**src/rtl/ex_redirect_ctl.sv**
```systemverilog
// EX-stage redirect controller: captures branch/exception targets, flushes, then hands the target to fetch.
// Optional REDIRECT_STATS_EN adds per-kind completed-redirect counters.
module ex_redirect_ctl (
  input  logic        clk,
  input  logic        rst_n,
  input  logic        br_do_jump,
  input  logic [63:0] br_jump_pc,
  input  logic        exc_req,
  input  logic [63:0] exc_vector,
  input  logic        redir_ready,
  output logic        flush_out,
  output logic        redir_valid,
  output logic [63:0] redir_pc,
  output logic        ex_hold,
  output logic        exc_ack
`ifdef REDIRECT_STATS_EN
  ,
  output logic [31:0] br_redir_cnt,
  output logic [31:0] exc_redir_cnt
`endif
);

  typedef enum logic [1:0] {IDLE, FLUSH, SEND} state_t;

  state_t      r_state;
  logic        r_flush;
  logic        r_valid;
  logic [63:0] r_pc;
  logic        r_hold;
  logic        r_ack;
  logic        r_is_exc;

  // A transfer completes whenever SEND meets ready, even if an exception is arriving in the same cycle.
  wire w_xfer = (r_state == SEND) && redir_ready;

  always_ff @(posedge clk or negedge rst_n) begin
    if (!rst_n) begin
      r_state  <= IDLE;
      r_flush  <= 1'b0;
      r_valid  <= 1'b0;
      r_pc     <= 64'h0;
      r_hold   <= 1'b0;
      r_ack    <= 1'b0;
      r_is_exc <= 1'b0;
    end else begin
      r_ack <= 1'b0;
      case (r_state)
        IDLE: begin
          if (exc_req) begin
            r_state  <= FLUSH;
            r_pc     <= exc_vector;
            r_ack    <= 1'b1;
            r_is_exc <= 1'b1;
            r_flush  <= 1'b1;
            r_hold   <= 1'b1;
          end else if (br_do_jump) begin
            r_state  <= FLUSH;
            r_pc     <= br_jump_pc;
            r_is_exc <= 1'b0;
            r_flush  <= 1'b1;
            r_hold   <= 1'b1;
          end
        end
        FLUSH: begin
          if (exc_req) begin
            r_pc     <= exc_vector;
            r_ack    <= 1'b1;
            r_is_exc <= 1'b1;
          end else begin
            r_state <= SEND;
            r_flush <= 1'b0;
            r_valid <= 1'b1;
          end
        end
        SEND: begin
          // Exception either preempts (not ready) or chains after the transfer (ready); both re-flush.
          if (exc_req) begin
            r_state  <= FLUSH;
            r_pc     <= exc_vector;
            r_ack    <= 1'b1;
            r_is_exc <= 1'b1;
            r_flush  <= 1'b1;
            r_valid  <= 1'b0;
          end else if (redir_ready) begin
            r_state <= IDLE;
            r_valid <= 1'b0;
            r_hold  <= 1'b0;
          end
        end
        default: begin
          r_state <= IDLE;
          r_flush <= 1'b0;
          r_valid <= 1'b0;
          r_hold  <= 1'b0;
        end
      endcase
    end
  end

  assign flush_out   = r_flush;
  assign redir_valid = r_valid;
  assign redir_pc    = r_pc;
  assign ex_hold     = r_hold;
  assign exc_ack     = r_ack;

`ifdef REDIRECT_STATS_EN
  logic [31:0] r_br_cnt;
  logic [31:0] r_exc_cnt;

  always_ff @(posedge clk or negedge rst_n) begin
    if (!rst_n) begin
      r_br_cnt  <= 32'h0;
      r_exc_cnt <= 32'h0;
    end else if (w_xfer) begin
      if (r_is_exc) r_exc_cnt <= r_exc_cnt + 32'd1;
      else          r_br_cnt  <= r_br_cnt + 32'd1;
    end
  end

  assign br_redir_cnt  = r_br_cnt;
  assign exc_redir_cnt = r_exc_cnt;
`endif

endmodule

```
**config.mk**
```make
export PLATFORM = sky130hd
export DESIGN_NAME = ex_redirect_ctl
export DESIGN_NICKNAME = d
export VERILOG_FILES = /design/src/rtl/ex_redirect_ctl.sv
export SDC_FILE = /design/constraint.sdc
export NUM_CORES = 1
export LEC_CHECK = 0
export BUFFER_PORTS_ARGS = -buffer_cell sky130_fd_sc_hd__buf_4
export CORE_AREA = 2 2 90 92
export DETAILED_ROUTE_END_ITERATION = 16
export DIE_AREA = 0 0 92 94
export PLACE_DENSITY = 0.85
export REMOVE_ABC_BUFFERS = 1
export SLEW_MARGIN = 20
export SYNTH_ARGS = -nofsm -noshare
export SYNTH_HDL_FRONTEND = slang
export SYNTH_SLANG_ARGS = --single-unit
```
**constraint.sdc**
```tcl
create_clock -name clk -period 6.5 [get_ports clk]
set_clock_uncertainty 0.15 [all_clocks]
set_input_delay 0.975 -clock clk [delete_from_list [all_inputs] [get_ports clk]]
set_output_delay 0.975 -clock clk [all_outputs]
set_load 0.02 [all_outputs]
```
Word-level counts from Yosys, hierarchy flattened
Index checks and enable logic that the tools add are counted.
{"block": "word_totals", "reg_bits": 70, "output_inout_bits": 68}
{"block": "op_classes", "bitwise": 2, "n_eq_ne": 9, "reduce_logical": 9, "muxes": 23}
{"cell": "$mux W64", "n": 3}
{"cell": "$pmux W64 S2", "n": 1}
{"cell": "$reduce_and A3 Y1", "n": 4}
{"cell": "$mux W1", "n": 10}
{"cell": "$mux W2", "n": 5}
{"cell": "$pmux W1 S3", "n": 3}
{"cell": "$ne A2 B2 Y1 const B", "n": 4}
{"cell": "$ne A3 B3 Y1 const B", "n": 2}
{"cell": "$pmux W2 S3", "n": 1}
{"cell": "$reduce_and A4 Y1", "n": 1}
{"cell": "$reduce_or A3 Y1", "n": 1}
{"cell": "$eq A2 B1 Y1 const B", "n": 1}
{"cell": "$eq A2 B2 Y1 const B", "n": 1}
{"cell": "$logic_not A2 Y1", "n": 1}
{"cell": "$ne A2 B1 Y1 const B", "n": 1}
{"cell": "$not A1 Y1", "n": 2}
{"cell": "$reduce_bool A2 Y1", "n": 1}
{"cell": "$reduce_or A2 Y1", "n": 1}

Longest topological paths before layout
Gate-level depths: netlist of the first run.
{"block": "logic_depth", "depth_word": 4, "depth_mapped": 6}

Least setup slack after synthesis of the first run
OpenSTA, ideal clock, no wires.
{"block": "synth_path", "path_type": "input -> register", "startpoint": "input port exc_req", "endpoint": "register r_pc[16] (netlist: redir_pc[16])", "t_arrival_ps": 2130, "setup_slack_ps": 4095, "cell_stages": 5, "t_required_ps": 6225, "n_path_buf": 2, "cell_sequence": "buf_4 -> nor2_4 -> buf_2 -> mux2_2 -> mux2_2"}
{"block": "synth_between", "elab_chain_len": 2, "elab_cells_between_ends": 5, "classes_between": "2 x eq/ne; 2 x mux; 1 x reduce/logical"}
{"item": "start: declaration", "line_no": "8", "rtl": "input logic exc_req,"}
{"item": "$ne A3 B3 Y1 (no line), or another cell as far along"}
{"item": "$reduce_and A3 Y1 (no line) / $pmux W64 S2 (equally long branches)"}
{"item": "end signal: assignment", "line_no": "51", "rtl": "r_pc <= exc_vector;"}
{"item": "end signal: assignment", "line_no": "58", "rtl": "r_pc <= br_jump_pc;"}
{"item": "end signal: assignment", "line_no": "66", "rtl": "r_pc <= exc_vector;"}
{"item": "end: declaration", "line_no": "28", "rtl": "logic [63:0] r_pc;"}
Parallel ways exist; a longest one is shown, timed or not.
A chain may end at the register's enable or synchronous reset.

Worst setup path in the final report of the first run
{"block": "layout_path", "startpoint": "register r_state[0]", "endpoint": "register r_pc[20] (netlist: redir_pc[20])"}
{"block": "layout_between", "elab_chain_len": 4, "elab_cells_between_ends": 9, "classes_between": "4 x eq/ne; 1 x mux; 4 x reduce/logical"}
{"item": "start: declaration", "line_no": "25", "rtl": "state_t r_state;"}
{"item": "start signal: assignment", "line_no": "38", "rtl": "r_state <= IDLE;"}
{"item": "start signal: assignment", "line_no": "50", "rtl": "r_state <= FLUSH;"}
{"item": "start signal: assignment", "line_no": "57", "rtl": "r_state <= FLUSH;"}
{"item": "$eq A2 B2 Y1 / $eq A2 B1 Y1 (equally long branches)", "line_no": "47", "rtl": "case (r_state)"}
{"item": "$reduce_or A2 Y1 (no line)"}
{"item": "$ne A2 B1 Y1 (no line) / $reduce_bool A2 Y1 (equally long branches)"}
{"item": "$reduce_and A3 Y1 (no line)"}
Parallel ways exist; a longest one is shown, timed or not.

==> flow_summary.toml, run 1 <==
[synth]
synth-seq-cells = 70
syn_area_per_cell_um2 = 14.4
netlist_instances = 249
yosysWarnings = 0
synth_seq_area_share_pct = 48.9
yosysUniqueCellTypes = 24
syn_area_um2 = 3580

[clock_network]
htreeDepth = 3
ctsResizeCount = 0
ctsHoldBuffers = 0
numCtsBuffers = 9
cts_setup_buffers = 0
clk-insertion-delay-late_ns = 0.32
clk_pin_slew_ns = 0.07
cts_sinks = 70
cts_tree = "built"
cts_buffer_depth = 2
cts_root_buf = "clkbuf_8"

[global_route]
grt_antenna_before_repair = 0
grt_pass1_vias = 2775
globalRouteTotalUtil_pct = 19.6
grt-ovfl-total = 0
grt_pass1_wl_um = 13300
grt_max_degree = 71

[power_and_ir_drop]
swShare_pct = 37.4
leakagePower_nw = 2.52
clock_power_share_pct = 12.9
pwr-share-seq_pct = 29.1
powerDensity_nw_per_um2 = 509
comb_power_share_pct = 58.0
ir_drop_mv = 0.275
p_sw_mw = 1.01
p_int_mw = 1.70

[drt]
drt-pass1-iter-count = 4
ant_nets = 0
via_per_inst = 4.93
drc = 0
wire_per_inst_um = 15.3
dr.first_iter.drc_count = 74
wl_um = 8510
via_count = 2743

[cells_and_area]
drive_above_1_share_pct = 74.4
stdcell_area_um2 = 5330
syn2layout_area_growth_pct = 48.6
nets = 588
layout_commonest_cell = "buf_4"
fin_cells = 556
n_antenna_cell = 0
most-common-layout-cells = "buf_4, mux2_2, dfrtp_1"

[setup_path]
critical_path_class = "flop to flop"
critPathCaptureType = "flop"
worstPathRequired_ns = 6.56
critPathMaxStageDelay_ns = 0.74
setup.worst_path.start_class = "flop"
cp_slowest_cell = "a21oi_4"
crit_arrival_ns = 3.12
path_max_fanout = 35
path_cells = "inv_1 > ha_1 > nand2b_1 > a21oi_4 > buf_4 > mux2_2"

[placed_design]
numPortBuffers = 200
pre_cts_ws_ns = 3.17
globalplace.congestion = 0.849
post-place-cells = 540
hpwl_um = 6490
dpl-instance-area_um2 = 5120

[timing]
final_hold_viol_count = 0
setup_viol_count_final = 0
timing.hold.ws_ns = 0.358
fin_ws_ns = 3.45
fin_crit_ns = 3.05
post-route-period-util_pct = 47.0
rsz0062_at_grt = "false"
worstMarginPinSlew_ns = 0.924
slew_headroom_pct = 38.2
fin_setup_tns_ns = 0
timing.fmax_mhz = 327
report.final.slew_viol_count = 0

[run_status]
outcome = "finished, final reports clean"

[floorplan]
die-area_um2 = 8650
core_area_um2 = 7610
die_x_um = 92
core.rowCount = 32
start_util_pct = 47.1
io-pin-count = 201
fp.dieH_um = 94

[flow_run]
cap_violations = 0

[hold_path]
holdCritPathClass = "flop to flop"
## through the flow
stage          util, %  total power [mW]
3_3_place_gp      67.4              2.34
5_1_grt           70.0              2.87
6_report          70.0              2.71
4_1_cts           70.0              2.75
2_1_floorplan        -              1.80
3_5_place_dp      67.4              2.39
## worst paths after layout
kind,from,endpoint,slack [ns],cells after the start
setup / recovery,r_state[0],redir_pc[20],3.45,6
hold / removal,redir_pc[50],redir_pc[50],0.36,1
setup reg to reg,r_state[0],redir_pc[20],3.45,6
hold reg to reg,redir_pc[50],redir_pc[50],0.36,1
max in group asynchronous,rst_n,redir_valid,5.02,1
min in group asynchronous,rst_n,redir_pc[56],0.60,1
## area by class of cell
class	instances	area (µm²)
tap	102	128
sequential	70	1750
fill	575	2280
timing repair buffer	202	1520
clock inverter	3	42.5
clock buffer	13	159
inverter	5	18.8
multi-input combinational	161	1710
## registers in the layout, indices dropped and copies added, names as in the netlist
register and flops:
ex_hold 1, exc_ack 1, flush_out 1, r_state 2, redir_pc 64, redir_valid 1
## cell usage after synthesis (all sizes together)
library cell,n,area share [%]
mux2,131,41
dfrtp,70,49
buf,13,2.9
ha,6,2.1
inv,5,0.52
nor2,5,0.73
nor2b,4,0.70
a21oi,3,0.73
nand2b,2,0.35
a211oi,1,0.21
a21o,1,0.21
a22oi,1,0.21
and2,1,0.17
nand2,1,0.10
nor4,1,0.17
o21ai,1,0.14
o31a,1,0.24
o31ai,1,0.21
o32ai,1,0.24
## critical path: cells and delay by family, from the launching register on
kind / cells / cell delay (ns)
adder cells (fa/ha/maj): 1 / 0.36
buffers and inverters: 2 / 0.63
AND/OR/NAND/NOR: 1 / 0.20
AO/OA/AOI/OAI: 1 / 0.74
multiplexers: 1 / 0.40
flip-flops: 1 / 0.42
## logic make-up (layout without fill, tap and decap cells)
logic type / count (synthesis) / count (layout) / share of synthesized area (%)
AOI/OAI and AO/OA: 10 / 10 / 2.20
adders and majority gates: 6 / 6 / 2.09
DFF: 70 / 70 / 48.9
muxes: 131 / 131 / 41.2
buffers and inverters: 18 / 223 / 3.46
and+or+nand+nor: 14 / 14 / 2.23
## power groups by stage
stage	clock network [mW]	logic (mW)	registers, mW
2_1_floorplan	0	0.751	1.05
3_3_place_gp	0	1.55	0.785
3_5_place_dp	0	1.59	0.800
4_1_cts	0.363	1.59	0.793
5_1_grt	0.378	1.67	0.820
6_report	0.350	1.57	0.789
## metal layers
| layer | track usage, % | wire length [µm] |
|---|---|---|
| met1 | 21.6 | 3210 |
| met2 | 36.0 | 4460 |
| met5 | 0 | 0 |
| met4 | 7.96 | 180 |
| met3 | 5.14 | 658 |
Power figures use the tool's default switching activity.
==> run 2, diff against run 1 <==
--- a/config.mk
+++ b/config.mk
@@ -6,10 +6,10 @@
 export NUM_CORES = 1
 export LEC_CHECK = 0
 export BUFFER_PORTS_ARGS = -buffer_cell sky130_fd_sc_hd__buf_4
-export CORE_AREA = 2 2 90 92
+export CORE_AREA = 2 2 98 100
 export DETAILED_ROUTE_END_ITERATION = 16
-export DIE_AREA = 0 0 92 94
-export PLACE_DENSITY = 0.85
+export DIE_AREA = 0 0 100 102
+export PLACE_DENSITY = 0.76
 export REMOVE_ABC_BUFFERS = 1
 export SLEW_MARGIN = 20
 export SYNTH_ARGS = -nofsm -noshare
==> constraint.sdc (replaced) <==
create_clock -name clk -period 2.6 [get_ports clk]
set_clock_uncertainty 0.15 [all_clocks]
set_input_delay 0.39 -clock clk [delete_from_list [all_inputs] [get_ports clk]]
set_output_delay 0.39 -clock clk [all_outputs]
set_load 0.02 [all_outputs]
==> run 2 against run 1 <==
  * The flow now finishes with violations (negative hold slack)
  * Utilization shrank 11 points
  * Combinational power grew to 2.6 times the previous value
  * Design area grew 1.4%
  * First-iteration DRC count shrank 35%
  * Power grew to 2.6 times the previous value
  * Critical path type unchanged
==> flow_summary.toml, run 2 (synthesis gave the netlist of run 1 again) <==
[timing]
post-route-period-util_pct = 87.3
worstMarginPinSlew_ns = 0.878
final_hold_viol_count = 1
timing.hold.ws_ns = -0.00355
fin_crit_ns = 2.27
rsz0062_at_grt = "false"
setup_viol_count_final = 0
report.final.slew_viol_count = 0
timing.fmax_mhz = 441
slew_headroom_pct = 41.5

[floorplan]
fp.dieH_um = 102
io-pin-count = 201
core_area_um2 = 9110
core.rowCount = 35
die_x_um = 100
die-area_um2 = 10200
start_util_pct = 39.4

[global_route]
grt_max_degree = 71
grt-ovfl-total = 0
grt_antenna_before_repair = 0
grt_pass1_wl_um = 12800
grt_pass1_vias = 2771
globalRouteTotalUtil_pct = 16.0

[cells_and_area]
n_antenna_cell = 0
multi_input_area_um2 = 1710
fin_cells = 566
regArea_um2 = 1750
final_util_pct = 59.3
n_fill_cell = 764
largest_register_ff_count = 64
most-common-layout-cells = "buf_4, mux2_2, dfrtp_1"
nets = 590
layout_commonest_cell = "buf_4"
drive_above_1_share_pct = 74.9
syn2layout_area_growth_pct = 50.6

[drt]
via_count = 2743
wire_per_inst_um = 14.8
ant_nets = 0
drt-pass1-iter-count = 4
drc = 0
via_per_inst = 4.85
wl_um = 8360
dr.first_iter.drc_count = 48

[setup_path]
crit_arrival_ns = 2.33
setup.worst_path.start_class = "flop"
critical_path_class = "flop to flop"
worstPathRequired_ns = 2.66
critPathCaptureType = "flop"
path_max_fanout = 23

[clock_network]
clk_pin_slew_ns = 0.08
numCtsBuffers = 9
cts_tree = "built"
cts_sinks = 70
ctsResizeCount = 0
cts_setup_buffers = 0
clk-insertion-delay-late_ns = 0.33
ctsHoldBuffers = 0
cts_buffer_depth = 2
htreeDepth = 3
cts_root_buf = "clkbuf_8"

[placed_design]
post-place-cells = 551
hpwl_um = 6470
numPortBuffers = 200
globalplace.congestion = 0.822

[hold_path]
holdCritPathClass = "input pin to asynchronous set/reset pin"

[run_status]
outcome = "finished with violations"
violations = "negative hold slack"

[power_and_ir_drop]
powerDensity_nw_per_um2 = 1290
leakagePower_nw = 2.55
p_total_mw = 6.94
ir_drop_mv = 0.718

[flow_run]
cap_violations = 0
## run 2: cell types whose count changed in the layout (fill, tap and decap cells not counted)
cell	change
clkinvlp_4	-1
bufinv_16	+1
clkbuf_8	-2
clkbuf_1	-2
clkinv_4	+2
buf_4	-1
clkinv_2	+1
buf_12	+3
## run 2: final cells by class
type,count,share of cell area [%]
clock buffers,9,2.29
repair buffers,204,29.1
flip-flops and latches,70,32.4
multi-input cells,161,31.7
clock inverters,6,1.62
inverters,5,0.348
well taps,111,2.57
## run 2: where the power goes
part           internal [mW]  leakage, nW  switching, mW
clock network          0.534        0.109          0.396
logic                   2.16         1.62           1.89
registers               1.67        0.820          0.282
## run 2: metrics by stage
| step | setup slack, ns | instance area [µm²] | setup TNS, ns | hold slack [ns] |
|---|---|---|---|---|
| after global placement | 0.415 | 5190 | 0 | 0.340 |
| after CTS | 0.304 | 5400 | 0 | 0.0362 |
| after floorplan | -0.197 | 3480 | -12.63 | -0.0556 |
| after global routing | 0.218 | 5400 | 0 | 0.0700 |
| after detailed placement | 0.340 | 5190 | 0 | 0.346 |
| final | 0.331 | 5400 | 0 | -0.00355 |
## run 2: path summary, 6_finish.rpt
| kind | endpoint | start | slack, ns | cells after the start |
|---|---|---|---|---|
| worst min register to register | redir_pc[27] | redir_pc[27] | 0.36 | 1 |
| max in group asynchronous | redir_pc[62] | rst_n | 1.70 | 1 |
| worst max-delay path | redir_pc[55] | r_state[0] | 0.33 | 6 |
| worst max register to register | redir_pc[55] | r_state[0] | 0.33 | 6 |
| worst min-delay path | redir_pc[10] | rst_n | -0.004 | 1 |
| min in group clk | redir_pc[10] | exc_vector[10] | 0.23 | 3 |
## run 2: critical path, stage by stage (launching register included)
cell	delay [ns]
dfrtp_1	0.42
inv_1	0.11
ha_1	0.36
nand2b_1	0.20
a21oi_4	0.19
buf_4	0.33
mux2_2	0.38
## run 2: per-layer routing
metal / routed length [µm] / GRT usage (%)
met5: 0 / 0
met4: 223 / 7.06
met3: 679 / 4.79
met2: 4510 / 30.6
met1: 2940 / 16.1
==> run 3, diff against run 2 <==
--- a/config.mk
+++ b/config.mk
@@ -5,11 +5,12 @@
 export SDC_FILE = /design/constraint.sdc
 export NUM_CORES = 1
 export LEC_CHECK = 0
+export ABC_AREA = 1
 export BUFFER_PORTS_ARGS = -buffer_cell sky130_fd_sc_hd__buf_4
-export CORE_AREA = 2 2 98 100
+export CORE_AREA = 2 2 99 101
 export DETAILED_ROUTE_END_ITERATION = 16
-export DIE_AREA = 0 0 100 102
-export PLACE_DENSITY = 0.76
+export DIE_AREA = 0 0 101 103
+export PLACE_DENSITY = 0.77
 export REMOVE_ABC_BUFFERS = 1
 export SLEW_MARGIN = 20
 export SYNTH_ARGS = -nofsm -noshare
==> run 3 against run 2 <==
  * The flow now finishes without violations
  * Register-to-register slack gained 0.11 ns
  * Global-route usage up 5.0 points
  * Clock-buffer cell count increased by 2
  * Design area is 1.9% higher
  * Synthesized cell count up 120%
  * Non-clock buffer count is 4 higher
  * Via count grew 48%
  * Hold slack gained 0.012 ns
  * Die area up 2.0%
  * Clock power decreased by 5.9%
  * Final cell count rose by 50%
  * Area after synthesis rose by 3.8%
  * Critical endpoint is now redir_pc[26]
  * Highest routed layer unchanged
==> flow_summary.toml, run 3 <==
[global_route]
grt_max_degree = 71
globalRouteTotalUtil_pct = 21.0
grt_pass1_vias = 3738
use_met1_pct = 25.1
grt-ovfl-total = 0
met3_usage_pct = 4.41
grt_antenna_before_repair = 0
grt-busiest-layer = "met2"
grt_util_met2_pct = 37.6
grt_pass1_wl_um = 17300

[floorplan]
die_x_um = 101
core.rowCount = 36
fp.dieH_um = 103
core_area_um2 = 9460
io-pin-count = 201
die-area_um2 = 10400
start_util_pct = 39.3

[clock_network]
ctsHoldBuffers = 0
htreeDepth = 3
ctsResizeCount = 0
clk-insertion-delay-late_ns = 0.33
cts_sinks = 70
cts_setup_buffers = 0
cts_root_buf = "clkbuf_8"
cts_tree = "built"
clk_pin_slew_ns = 0.08
numCtsBuffers = 9
cts_buffer_depth = 2

[setup_path]
worstPathRequired_ns = 2.72
critPathMaxStageDelay_ns = 0.43
rrSetupSlack_ns = 0.44
critical_path_class = "flop to flop"
cp_slowest_cell = "dfrtp_1"
path_cells = "inv_1 > ha_2 > buf_4 > nor2_4 > buf_4 > nand2_1 > nand2_1 > nand2_1 > nand2_1"
critPathCaptureType = "flop"
path_max_fanout = 38
r2r_end = "redir_pc[26]"
crit_arrival_ns = 2.28
crit_top_cell = "nand2_1"
r2r-start = "r_state[0]"
setup.worst_path.start_class = "flop"
reg2reg_depth = 9

[drt]
dr.first_iter.drc_count = 144
via_count = 4057
wl_um = 10900
via_per_inst = 4.78
drt-pass1-iter-count = 4
ant_nets = 0
drc = 0
wire_per_inst_um = 12.8

[synth]
synth_flop_cell = "dfrtp_1"
yosysWarnings = 0
yosysTopAreaCell = "dfrtp_1"
syn_area_per_cell_um2 = 6.85
async_flop_share_pct = 100
synth_common_cells = "nand2_1, dfrtp_1, o21ai_0"
netlist_top_cells_area = "dfrtp_1, nand2_1, o21ai_0"
yosysTopAreaCellShare_pct = 47.1
synth-edff-count = 0
synth_seq_area_share_pct = 47.1
netlist_instances = 543
yosysUniqueCellTypes = 14
synth-seq-cells = 70
post-synth-top-count-cell = "nand2_1"
syn_area_um2 = 3720

[placed_design]
pre_cts_ws_ns = 0.459
globalplace.congestion = 0.893
numPortBuffers = 200
hpwl_um = 7790

[cells_and_area]
nets = 868
syn2layout_area_growth_pct = 47.9
n_antenna_cell = 0
drive_above_1_share_pct = 30.9
largest_register_ff_count = 64
most-common-layout-cells = "nand2_1, buf_4, dfrtp_1"
layout_commonest_cell = "nand2_1"

[timing]
timing.hold.ws_ns = 0.00826
slew_headroom_pct = 42.8
report.final.slew_viol_count = 0
fin_setup_tns_ns = 0
setup_viol_count_final = 0
worstMarginPinSlew_ns = 0.858
post-route-period-util_pct = 83.0
fin_crit_ns = 2.16
final_hold_viol_count = 0
fin_ws_ns = 0.442
rsz0062_at_grt = "false"
timing.fmax_mhz = 463

[flow_run]
cap_violations = 0

[hold_path]
holdCritPathClass = "input pin to asynchronous set/reset pin"

[power_and_ir_drop]
ir_drop_mv = 0.596
leakagePower_nw = 3.16
powerDensity_nw_per_um2 = 1260

[run_status]
outcome = "finished, final reports clean"
[run 3: power by group]
group	internal, mW	leakage (nW)	total, mW	switching [mW]
logic	1.50	2.20	4.10	2.60
registers	1.64	0.865	1.94	0.300
clock network	0.470	0.0955	0.876	0.407
[run 3: critical path: cells and delay by family, from the launching register on]
kind / cells / cell delay [ns]
buf+inv: 3 / 0.71
fa+ha+maj: 1 / 0.33
simple gates: 5 / 0.46
flops: 1 / 0.43
[run 3: cells by family after synthesis]
logic type,Yosys count,synth area share (%)
adders and majority gates,6,2.02
AOI/OAI and AO/OA,68,9.55
buffers and inverters,42,4.94
DFF,70,47.1
and+or+nand+nor,357,36.4
[run 3: worst max-delay path by stage]
stage / start / endpoint / slack [ns]
floorplan: r_state[0] / redir_pc[0] / -0.51
global placement: r_state[0] / redir_pc[31] / 0.56
detailed placement: r_state[0] / redir_pc[26] / 0.46
CTS: r_state[0] / redir_pc[26] / 0.44
global route: r_state[1] / redir_pc[26] / 0.25
finish: r_state[0] / redir_pc[26] / 0.44
[run 3: metrics by stage]
stage | utilization [%] | total power, mW | area, µm² | cells
after floorplan | - | 4.33 | 3570 | 510
after global placement | 56.0 | 5.96 | 5300 | 832
after detailed placement | 56.0 | 6.09 | 5300 | 832
after CTS | 58.2 | 6.99 | 5500 | 848
after global routing | 58.2 | 7.53 | 5500 | 848
final | 58.2 | 6.91 | 5500 | 848
[run 3: area by class of cell]
cell class | count | area (µm²)
inverters | 9 | 33.8
well taps | 114 | 143
clock buffers | 11 | 141
fillers | 889 | 3960
clock inverters | 5 | 58.8
flip-flops and latches | 70 | 1750
repair buffers | 208 | 1570
multi-input cells | 431 | 1800
[run 3: metal layers]
| metal | vias to the layer above | wire length [µm] |
|---|---|---|
| met5 | - | 0 |
| met4 | 0 | 172 |
| met3 | 13 | 676 |
| met2 | 118 | 5500 |
| met1 | 1879 | 4510 |
| li1 | 2047 | - |
